<file path="src/rtl/inst_fetch_unit.sv">
// Instruction fetch unit: single-outstanding imem requests, push to IFQ.
// Ports: clk/rst, jmp_br_*, imem_*, ifq_*, stall_cnt. Macro: IFU_STALL_CNT_EN.
module inst_fetch_unit #(
    parameter logic [31:0] RESET_PC   = 32'h0000_0000,
    parameter int          DATA_WIDTH = 32
) (
    input  logic                      clk,
    input  logic                      rst,
    input  logic                      jmp_br_valid,
    input  logic [DATA_WIDTH-1:0]     jmp_br_addr,
    output logic                      imem_rd_en,
    output logic [DATA_WIDTH-1:0]     imem_addr,
    input  logic                      imem_rd_valid,
    input  logic [DATA_WIDTH-1:0]     imem_rd_data,
    input  logic                      ifq_full,
    output logic                      ifq_push,
    output logic [2*DATA_WIDTH-1:0]   ifq_data,
    output logic                      ifq_flush,
    output logic [31:0]               stall_cnt
);

    typedef enum logic [2:0] {
        S_IDLE,
        S_REQ,
        S_WAIT,
        S_PUSH,
        S_DROP
    } state_t;

    state_t                state_q, state_d;
    logic [DATA_WIDTH-1:0] pc_q, pc_d;
    logic [DATA_WIDTH-1:0] buf_q, buf_d;
    logic                  flush_q, flush_d;
    logic                  redirect;
    logic [DATA_WIDTH-1:0] target;

    // Redirects are ignored during the post-reset IDLE cycle.
    assign redirect = jmp_br_valid && (state_q != S_IDLE);
    assign target   = {jmp_br_addr[DATA_WIDTH-1:2], 2'b00};

    always_comb begin
        state_d = state_q;
        pc_d    = pc_q;
        buf_d   = buf_q;
        flush_d = redirect;
        if (redirect) begin
            pc_d = target;
        end
        case (state_q)
            S_IDLE: state_d = S_REQ;
            // The request still goes out this cycle, so its response
            // must be swallowed in DROP.
            S_REQ: state_d = redirect ? S_DROP : S_WAIT;
            S_WAIT: begin
                if (redirect) begin
                    state_d = imem_rd_valid ? S_REQ : S_DROP;
                end else if (imem_rd_valid) begin
                    buf_d   = imem_rd_data;
                    state_d = S_PUSH;
                end
            end
            S_PUSH: begin
                if (redirect) begin
                    state_d = S_REQ;
                end else if (!ifq_full) begin
                    pc_d    = pc_q + DATA_WIDTH'(4);
                    state_d = S_REQ;
                end
            end
            // A response arriving together with a further redirect is the
            // one being dropped; leaving DROP then avoids waiting forever.
            S_DROP: begin
                if (imem_rd_valid) begin
                    state_d = S_REQ;
                end
            end
            default: state_d = S_IDLE;
        endcase
    end

    always_ff @(posedge clk) begin
        if (rst) begin
            state_q <= S_IDLE;
            pc_q    <= DATA_WIDTH'(RESET_PC);
            buf_q   <= '0;
            flush_q <= 1'b0;
        end else begin
            state_q <= state_d;
            pc_q    <= pc_d;
            buf_q   <= buf_d;
            flush_q <= flush_d;
        end
    end

    assign imem_rd_en = (state_q == S_REQ);
    assign imem_addr  = pc_q;
    assign ifq_push   = (state_q == S_PUSH) && !ifq_full && !jmp_br_valid;
    assign ifq_data   = (state_q == S_PUSH) ? {pc_q, buf_q} : '0;
    assign ifq_flush  = flush_q;

`ifdef IFU_STALL_CNT_EN
    logic [31:0] stall_cnt_q, stall_cnt_d;

    always_comb begin
        stall_cnt_d = stall_cnt_q;
        if ((state_q == S_PUSH) && ifq_full && !jmp_br_valid &&
            (stall_cnt_q != 32'hFFFF_FFFF)) begin
            stall_cnt_d = stall_cnt_q + 32'd1;
        end
    end

    always_ff @(posedge clk) begin
        if (rst) begin
            stall_cnt_q <= '0;
        end else begin
            stall_cnt_q <= stall_cnt_d;
        end
    end

    assign stall_cnt = stall_cnt_q;
`else
    assign stall_cnt = 32'd0;
`endif

endmodule
</file>
<file path="config.mk">
export PLATFORM = sky130hd
export DESIGN_NAME = inst_fetch_unit
export DESIGN_NICKNAME = d
export VERILOG_FILES = /design/src/rtl/inst_fetch_unit.sv
export SDC_FILE = /design/constraint.sdc
export NUM_CORES = 1
export LEC_CHECK = 0
export ABC_AREA = 1
export BUFFER_PORTS_ARGS = -buffer_cell sky130_fd_sc_hd__buf_2
export CAP_MARGIN = 0
export CELL_PAD_IN_SITES_DETAIL_PLACEMENT = 1
export CELL_PAD_IN_SITES_GLOBAL_PLACEMENT = 1
export CORE_MARGIN = 2
export CORE_UTILIZATION = 25
export DETAILED_ROUTE_END_ITERATION = 8
export GPL_TIMING_DRIVEN = 0
export PLACE_DENSITY_LB_ADDON = 0.1
export SLEW_MARGIN = 20
export SYNTH_ARGS = -nofsm -noshare
export SYNTH_HDL_FRONTEND = slang
export SYNTH_SLANG_ARGS = --single-unit
</file>
<file path="constraint.sdc">
create_clock -name clk -period 2.44 [get_ports clk]
set_input_delay 0.122 -clock clk [delete_from_list [all_inputs] [get_ports clk]]
set_output_delay 0.122 -clock clk [all_outputs]
set_load 0.1 [all_outputs]
</file>
Yosys cells after proc, flatten, opt, wreduce, memory -nomap -nowiden
Index checks and enable logic that the tools add are counted.
Storage, ports and cells
  flip-flop bits (word level): 68
  input bits: 69
Cells by class
  $add $sub $neg: 1
  equality and inequality tests: 7
  muxes and demuxes: 13
  bitwise logic cells: 1
  reductions and logical operators: 9
Operators by type and width (number)
  $mux W32: 4
  $mux W64: 1
  $add A32 B3 Y32 const B: 1
  $mux W3: 7
  $pmux W3 S5: 1
  $eq A3 B2 Y1 const B: 2
  $ne A3 B3 Y1 const B: 2
  $reduce_and A3 Y1: 2
  $eq A3 B1 Y1 const B: 1
  $eq A3 B3 Y1 const B: 1
  $logic_and A1 B1 Y1: 3
  $logic_not A3 Y1: 1
  $reduce_bool A3 Y1: 1
  $logic_not A1 Y1: 2
  $ne A2 B2 Y1 const B: 1
  $not A1 Y1: 1

Logic depth before layout (Yosys ltp)
Gate-level depths: netlist of the first run.
  depth after elaboration: 6
  mapped depth: 10
  depth with buffers taken out: 10

Worst setup path after synthesis of the first run
No wires, ideal clock.
  kind: register to output
  start: reg pc_q[22] (netlist: imem_addr[22])
  end: out ifq_data[54]
  arrival: 2513 ps
  required time: 2318 ps
  setup slack: -195 ps
  stages on the path, launching flop included: 3
  cells stage by stage: dfxtp_1 -> inv_1 -> nor2_1
Between the ends
  word-level cells in the longest chain between the ends: 1
Ends and longest elaborated chain
  start, declared: line 31  | logic [DATA_WIDTH-1:0] pc_q, pc_d;
  start signal, assigned: line 84  | pc_q <= DATA_WIDTH'(RESET_PC);
  start signal, assigned: line 89  | pc_q <= pc_d;
  $mux W64: line 98  | assign ifq_data = (state_q == S_PUSH) ? {pc_q, buf_q} : '0;
  end, declared: line 17  | output logic [2*DATA_WIDTH-1:0] ifq_data,
Every way passes these cells.

Worst setup path in the final report of the first run
  start: reg state_q[2]
  end: out ifq_data[62]
Between the ends
  word-level cells in the longest chain between the ends: 2
Ends and longest elaborated chain
  start, declared: line 30  | state_t state_q, state_d;
  start signal, assigned: line 88  | state_q <= state_d;
  $eq A3 B2 Y1: line 98
  $mux W64: line 98
Every way passes these cells.

==> results of run 1 <==
[power breakdown]
group	internal [mW]	switching (mW)	leakage (nW)	total (mW)
Clock	0.834	0.489	0.145	1.32
Combinational	0.256	1.13	1.86	1.39
Sequential	1.20	0.105	0.553	1.30
[placed cells by master, fill, tap and decap left out, types with 32 or more instances in the layout]
| master | n |
|---|---|
| buf_4 | 35 |
| buf_2 | 167 |
| conb_1 | 32 |
| o21ai_0 | 50 |
| nor2_1 | 84 |
| nand2_1 | 83 |
| nor2_2 | 34 |
| dfxtp_1 | 68 |
| a21oi_1 | 53 |
| inv_1 | 90 |
[timing repair]
action	CTS	global route
hold buffers	0	0
gates resized for setup	4	1
endpoints found under the setup margin	49	1
setup buffers	0	0
[worst paths after layout]
path                         to      startpoint  slack, ns  depth (start not counted)
setup / recovery   ifq_data[62]      state_q[2]       0.13                          6
hold / removal     imem_addr[3]  jmp_br_addr[3]       0.06                          3
setup reg to reg  imem_addr[18]    imem_addr[3]       0.45                          9
hold reg to reg       buf_q[11]       buf_q[11]       0.45                          2
[layout make-up]
type | count | area (um2)
flip-flops and latches | 68 | 1361
clock buffers | 12 | 256.5
plain buffers | 58 | 357.8
clock inverters | 2 | 35.03
well taps | 216 | 270.3
multi-input cells | 429 | 2096
diodes | 1 | 2.502
repair buffers | 165 | 828.3
fillers | 2104 | 10150
inverters | 94 | 352.8
[critical path, cell delays in order (launching register included)]
cell and delay, ns:
dfxtp_1 0.31, inv_1 0.16, nand3_2 0.15, clkbuf_2 0.29, clkbuf_2 0.32, nor2_2 0.18, buf_2 0.44
[state kept, by name, summed over array words and instances (netlist names)]
signal     flops
buf_q         32
ifq_flush      1
imem_addr     32
state_q        3
[stage by stage]
step | std cells | area (um2)
after global routing | 1044 | 5558
after global placement | 1030 | 5259
after detailed placement | 1030 | 5259
after CTS | 1044 | 5555
after floorplan | 649 | 4163
final | 1045 | 5560
[metal layers]
metal  vias to the layer above  routed length [um]  GRT usage
li1                       2314                   -          -
met5                         -                   0          0
met1                      2092                6983     0.2302
met4                         0                 200    0.05882
met3                        14                1069    0.05125
met2                       140                7479     0.3209
[logic make-up after synthesis]
logic type | synth area share
XOR/XNOR | 0.01767
buffers and inverters | 0.1779
AO/OA/AOI/OAI | 0.1845
adder cells (fa/ha/maj) | 0.003154
other | 0.0009455
flip-flops | 0.3432
AND/OR/NAND/NOR | 0.2726
==> flow_summary.json, run 1 <==
{
  "place.port_buffers": 165,
  "drv_slew": 0,
  "ys_seq_elements": 68,
  "finalPower_mw": 4.011,
  "grt_pass1_wl_mm": 24.36,
  "synth_top_area_frac": 0.3432,
  "place_hpwl_mm": 12.46,
  "syn_to_final_growth_pct": 40.19,
  "p_leak_nw": 2.562,
  "post-place-ws_ns": 0.1459,
  "vdd_drop_max_v": 0.0003180,
  "cap_viol_max_count": 0,
  "critPathRequiredTime_ns": 2.32,
  "ys.flop_type": "dfxtp_1",
  "finalSetupTns_ns": 0,
  "dr.pass1.iters": 4,
  "postSynthCellCount": 618,
  "gp_congestion": 0.8080,
  "ys_top_cells_by_count": "nor2_1, inv_1, nand2_1, dfxtp_1, a21oi_1",
  "synth_edf_count": 0,
  "drive_gt1_frac": 0.3249,
  "slew_headroom": 0.5301,
  "hp-class": "input pin to register",
  "skew_ns": 0.006273,
  "syn_avg_cell_area_um2": 6.418,
  "synth.distinct_cells": 33,
  "die_h_um": 130.0,
  "critical_path_class": "register to primary output",
  "postLayoutCoreUtil": 0.3539,
  "via_count": 4560,
  "clk_pin_slew_ns": 0.06,
  "ant_nets": 0,
  "cts_tree": "done",
  "grt_overflow": 0,
  "drt_iter0_drc": 147,
  "syn_area_um2": 3966,
  "drc": 0,
  "grt_util_all_layers": 0.1878,
  "clk_latency_ns": 0.34,
  "post-synth-top-count-cell": "nor2_1",
  "cts_sinks": 68,
  "clk_path_buf_depth": 2,
  "fin_crit_ns": 2.305,
  "cts.htree.levels": 3,
  "worstSetupEndpointType": "primary output",
  "grt_setup_unrepaired": "no",
  "finalCritPeriodShare": 0.9449,
  "io_pins": 200,
  "antenna_found_initial": 1,
  "synthTopCellsByArea": "dfxtp_1, nor2_1, inv_1, nand2_1, a21oi_1",
  "cp.arrival_ns": 2.18,
  "async_reset_ff_frac": 0,
  "critical_path.max_fanout": 10,
  "worst_pin_slew_ns": 0.7048,
  "rows": 46,
  "die_width_um": 130.0,
  "timing.final.hold_violations": 0,
  "yosysWarnings": 0,
  "routed_wl_mm": 15.73,
  "via_per_inst": 4.364,
  "critPathLaunchType": "register",
  "power_density_nw_per_um2": 721.4,
  "worst_slack_ns": 0.1345,
  "grt_max_degree": 11,
  "setup_viol": 0,
  "clockRootBuffer": "clkbuf_16",
  "first_global_vias": 4592,
  "fmax_ghz": 0.4338,
  "final_nets": 895,
  "holdWs_ns": 0.06294,
  "start_util": 0.2524,
  "ys_seq_area_frac": 0.3432,
  "cts_buffers": 9,
  "yosysTopAreaCell": "dfxtp_1",
  "fp.coreArea_um2": 15710,
  "wire_per_inst_um": 15.06,
  "status": "complete, no violations",
  "dieArea_um2": 16890
}
Note: power is estimated with default switching activity, not from simulation.
==> run 2: changes to the inputs <==
- CORE_UTILIZATION: 25 -> 33
==> run 2 against run 1 <==
Against the previous run:
- worst hold slack got worse by 0.019 ns
- highest routed layer unchanged
- register-to-register slack better by 0.09 ns
- critical path type unchanged
- global-route usage up 4.5 points
- count of clock-buffer cells in the layout decreased by 1
- final cell count is 6.4% lower
- clock skew is 0.0030 ns higher
- maximum frequency rose by 0.88%
- largest power group unchanged
==> flow_summary.json, run 2 (synthesis results as in run 1) <==
{
  "p_leak_nw": 2.555,
  "min-delay-start": "jmp_br_addr[29]",
  "routed_wl_mm": 14.89,
  "grt_util_all_layers": 0.2324,
  "timing.rr.end": "imem_addr[24]",
  "place.port_buffers": 165,
  "worstSetupEndpointType": "primary output",
  "cts_sinks": 68,
  "first_global_vias": 4630,
  "r2r_start": "imem_addr[2]",
  "cts_tree": "done",
  "cp.arrival_ns": 2.16,
  "reg2reg_depth": 9,
  "gp_congestion": 0.8724,
  "drive_gt1_frac": 0.3277,
  "fmax_ghz": 0.4376,
  "dieArea_um2": 12910,
  "r2r_setup_slack_ns": 0.54,
  "fp.coreArea_um2": 11860,
  "critPathRequiredTime_ns": 2.32,
  "clk_path_buf_depth": 2,
  "cts.htree.levels": 3,
  "power_density_nw_per_um2": 716.9,
  "final_common_cell": "buf_2",
  "p_int_mw": 2.164,
  "critical_path.max_fanout": 10,
  "die_h_um": 113.6,
  "drc": 0,
  "clk_latency_ns": 0.35,
  "holdWs_ns": 0.04437,
  "drt_iter0_drc": 153,
  "cts_buffers": 9,
  "setup_viol": 0,
  "fin_crit_ns": 2.285,
  "syn_to_final_growth_pct": 37.57,
  "timing.final.hold_violations": 0,
  "grt_setup_unrepaired": "no",
  "hp-class": "input pin to register",
  "ant_nets": 0,
  "clockRootBuffer": "clkbuf_16",
  "via_count": 4637,
  "start_util": 0.3344,
  "slew_headroom": 0.5564,
  "grt_overflow": 0,
  "worst_pin_slew_ns": 0.6654,
  "die_width_um": 113.6,
  "hold_end": "imem_addr[29]",
  "cts_hold_buf": 0,
  "place_hpwl_mm": 11.57,
  "grt_max_degree": 12,
  "antenna_found_initial": 1,
  "switching_power_mw": 1.748,
  "cap_viol_max_count": 0,
  "finalSetupTns_ns": 0,
  "dr.pass1.iters": 4,
  "p_clk_frac": 0.314,
  "io_pins": 200,
  "via_per_inst": 4.741,
  "skew_ns": 0.009280,
  "whs_path_depth": 3,
  "combPwrFrac": 0.353,
  "vdd_drop_max_v": 0.0003819,
  "finalCritPeriodShare": 0.9366,
  "p_seq_frac": 0.332,
  "nFillCells": 1654,
  "clk_pin_slew_ns": 0.06,
  "final_nets": 895,
  "layout_common_cells": "buf_2, inv_1, nor2_1",
  "critical_path_class": "register to primary output",
  "wire_per_inst_um": 15.23,
  "drv_slew": 0,
  "grt_pass1_wl_mm": 23.49,
  "p_sw_frac": 0.4468,
  "status": "complete, no violations",
  "rows": 40,
  "critPathLaunchType": "register"
}
==> run 2: layout make-up <==
| type | count | area (um2) | share of cell area |
|---|---|---|---|
| antenna | 1 | 2.502 | 0.0004586 |
| buffer | 58 | 359.1 | 0.06581 |
| clock buffer | 11 | 242.7 | 0.04449 |
| clock inverter | 5 | 27.53 | 0.005045 |
| inverter | 94 | 352.8 | 0.06466 |
| multi-input combinational | 429 | 2096 | 0.3841 |
| sequential | 68 | 1361 | 0.2495 |
| tap | 147 | 183.9 | 0.03371 |
| timing repair buffer | 165 | 830.8 | 0.1523 |
==> run 2: routing by layer <==
| layer | up-vias | global-route usage | wire length [um] |
|---|---|---|---|
| met2 | 160 | 0.4056 | 7170 |
| met3 | 19 | 0.06270 | 1234 |
| met4 | 0 | 0.07805 | 248 |
| met1 | 2147 | 0.2768 | 6238 |
| met5 | - | 0 | 0 |
| li1 | 2311 | - | - |
==> run 2: worst max path at each step <==
| stage | start | to | cells after the start |
|---|---|---|---|
| 6_report | state_q[2] | ifq_data[52] | 6 |
| 5_1_grt | state_q[2] | ifq_data[47] | 6 |
| 4_1_cts | state_q[2] | ifq_data[55] | 6 |
| 3_5_place_dp | state_q[2] | ifq_data[55] | 6 |
| 3_3_place_gp | state_q[2] | ifq_data[55] | 6 |
| 2_1_floorplan | state_q[2] | ifq_data[23] | 5 |
==> run 2: metrics by stage <==
step | instance area, um2 | util | cells | power, mW | worst slack [ns]
after floorplan | 4163 | - | 649 | 2.418 | 0.04942
after global placement | 5172 | 0.4361 | 961 | 2.675 | 0.2199
after detailed placement | 5172 | 0.4361 | 961 | 2.699 | 0.1949
after CTS | 5446 | 0.4592 | 977 | 3.927 | 0.02805
after global routing | 5454 | 0.4598 | 977 | 4.069 | 0.03137
final | 5456 | 0.4600 | 978 | 3.911 | 0.1548
==> run 2: power groups by stage <==
stage	registers (mW)	logic, mW	clock network (mW)
after floorplan	1.74	0.674	0
after global placement	1.32	1.36	0
after detailed placement	1.32	1.38	0
after CTS	1.30	1.38	1.25
after global routing	1.31	1.46	1.30
final	1.30	1.38	1.23
==> run 2: repair_timing <==
action | 4_1_cts | 5_1_grt
gates cloned | 0 | 0
buffers inserted | 0 | 0
resized for setup | 3 | 6
setup endpoints to repair | 24 | 42
==> run 2: critical path, cell delays in order (launching register included) <==
cell	delay (ns)
dfxtp_1	0.31
inv_1	0.16
nand3_2	0.15
clkbuf_2	0.25
clkbuf_2	0.32
nor2_2	0.18
buf_2	0.44
==> run 3: changes to the inputs <==
- CELL_PAD_IN_SITES_DETAIL_PLACEMENT: 1 -> default
- CELL_PAD_IN_SITES_GLOBAL_PLACEMENT: 1 -> default
- CORE_UTILIZATION: 33 -> 50
- PLACE_DENSITY: default -> 0.87
- PLACE_DENSITY_LB_ADDON: 0.1 -> default
==> run 3 against run 2 <==
Against the previous run:
- non-clock buffer count unchanged
- cell area fell by 2.9%
- clock skew fell by 0.0014 ns
- critical endpoint is now ifq_data[29]
- largest power group unchanged
==> flow_summary.json, run 3 (synthesis results as in run 1) <==
{
  "switching_power_mw": 1.665,
  "combPwrFrac": 0.389,
  "r2r_start": "imem_addr[2]",
  "drt_iter0_drc": 297,
  "ant_nets": 0,
  "grt_setup_unrepaired": "no",
  "drive_gt1_frac": 0.3277,
  "clk_pin_slew_ns": 0.08,
  "cts_tree": "done",
  "timing.final.hold_violations": 0,
  "p_int_mw": 1.847,
  "p_sw_frac": 0.4741,
  "drv_slew": 0,
  "fp.coreArea_um2": 7687,
  "grt_pass1_wl_mm": 20.42,
  "cts.htree.levels": 3,
  "antenna_found_initial": 0,
  "post-cts-setup-buffer-count": 0,
  "cp.arrival_ns": 2.18,
  "clockRootBuffer": "clkbuf_8",
  "rows": 32,
  "via_per_inst": 5.013,
  "critical_path_class": "register to primary output",
  "die_h_um": 93.07,
  "hold_end": "imem_addr[29]",
  "wire_per_inst_um": 13.62,
  "place.port_buffers": 165,
  "critPathRequiredTime_ns": 2.32,
  "cts_sinks": 68,
  "setup_viol": 0,
  "place_hpwl_mm": 9.930,
  "worstSetupEndpointType": "primary output",
  "p_seq_frac": 0.370,
  "first_global_vias": 4364,
  "status": "complete, no violations",
  "p_leak_nw": 2.507,
  "gp_congestion": 0.9261,
  "start_util": 0.5160,
  "holdWs_ns": 0.04093,
  "worst_pin_slew_ns": 0.6244,
  "p_clk_frac": 0.241,
  "syn_to_final_growth_pct": 33.56,
  "io_pins": 200,
  "cts_buffers": 9,
  "grt_max_degree": 13,
  "critical_path.max_fanout": 10,
  "via_count": 4672,
  "layout_common_cells": "buf_2, inv_1, nor2_1",
  "min-delay-start": "jmp_br_addr[29]",
  "cap_viol_max_count": 0,
  "vdd_drop_max_v": 0.0003716,
  "hp-class": "input pin to register",
  "timing.rr.end": "imem_addr[26]",
  "drc": 0,
  "finalCritPeriodShare": 0.9436,
  "grt_overflow": 0,
  "dr.pass1.iters": 5,
  "clk_latency_ns": 0.34,
  "diodes": 0,
  "fmax_ghz": 0.4344,
  "critPathLaunchType": "register",
  "r2r_setup_slack_ns": 0.58,
  "fin_crit_ns": 2.302,
  "reg2reg_depth": 9,
  "slew_headroom": 0.5837,
  "final_nets": 895,
  "whs_path_depth": 3,
  "grt_util_all_layers": 0.2970,
  "dieArea_um2": 8661,
  "routed_wl_mm": 12.69,
  "power_density_nw_per_um2": 662.9,
  "final_common_cell": "buf_2",
  "die_width_um": 93.07,
  "finalSetupTns_ns": 0,
  "clk_path_buf_depth": 2,
  "finalPower_mw": 3.512,
  "skew_ns": 0.007880
}
[run 3: cell count changes in the layout (fill, tap and decap cells not counted), sizes merged]
| cell | delta |
|---|---|
| clkbuf | -3 |
| buf | +2 |
| clkinv | -1 |
| clkinvlp | +1 |
| diode | -1 |
| inv | +1 |
[run 3: metrics by stage]
step,cells,worst slack (ns),cell area (um2),utilization
global route,932,0.04366,5298,0.6891
finish,932,0.1377,5298,0.6891
CTS,932,0.007978,5296,0.6890
global placement,916,0.3242,5116,0.6655
floorplan,649,0.04942,4163,-
detailed placement,916,0.2179,5116,0.6655
[run 3: layout make-up]
| class | instances | area, um2 |
|---|---|---|
| well taps | 102 | 127.6 |
| clock buffers | 10 | 137.6 |
| flip-flops and latches | 68 | 1361 |
| plain buffers | 58 | 357.8 |
| clock inverters | 6 | 38.79 |
| fillers | 717 | 2390 |
| inverters | 94 | 352.8 |
| multi-input cells | 429 | 2096 |
| repair buffers | 165 | 825.8 |
[run 3: power groups by stage]
stage | Clock, mW | Sequential (mW) | Combinational [mW]
final | 0.847 | 1.30 | 1.37
after global routing | 0.905 | 1.31 | 1.44
after CTS | 0.860 | 1.29 | 1.36
after detailed placement | 0 | 1.32 | 1.36
after global placement | 0 | 1.32 | 1.34
after floorplan | 0 | 1.74 | 0.674
[run 3: how the worst max path moves through the flow]
| stage | end | slack, ns | cells past startpoint | startpoint |
|---|---|---|---|---|
| after CTS | ifq_data[29] | 0.008 | 6 | state_q[2] |
| after detailed placement | ifq_data[61] | 0.22 | 6 | state_q[2] |
| after global routing | ifq_data[29] | 0.04 | 6 | state_q[2] |
| after floorplan | ifq_data[23] | 0.05 | 5 | state_q[2] |
| after global placement | ifq_data[61] | 0.32 | 6 | state_q[2] |
| final | ifq_data[29] | 0.14 | 6 | state_q[2] |
[run 3: worst max-delay path: stages (launching register included)]
cell and delay (ns):
dfxtp_1 0.32, inv_1 0.15, nand3_2 0.15, clkbuf_2 0.28
clkbuf_1 0.29, nor2_1 0.19, buf_2 0.46
[run 3: timing repair]
| item | 4_1_cts | 5_1_grt |
|---|---|---|
| hold buffers | 0 | 0 |
| gates cloned | 0 | 0 |
| gates resized for setup | 3 | 2 |
| setup endpoints to repair | 30 | 54 |
[run 3: layer usage]
layer  wire length [um]  global-route usage  up-vias  part of all wire
met5                  0                   0        -                 0
met1               4979              0.3638     2031              0.39
met2               5974              0.4946      287              0.47
li1                   -                   -     2312                 -
met4                411              0.1544        0             0.032
met3               1324             0.05802       42              0.10
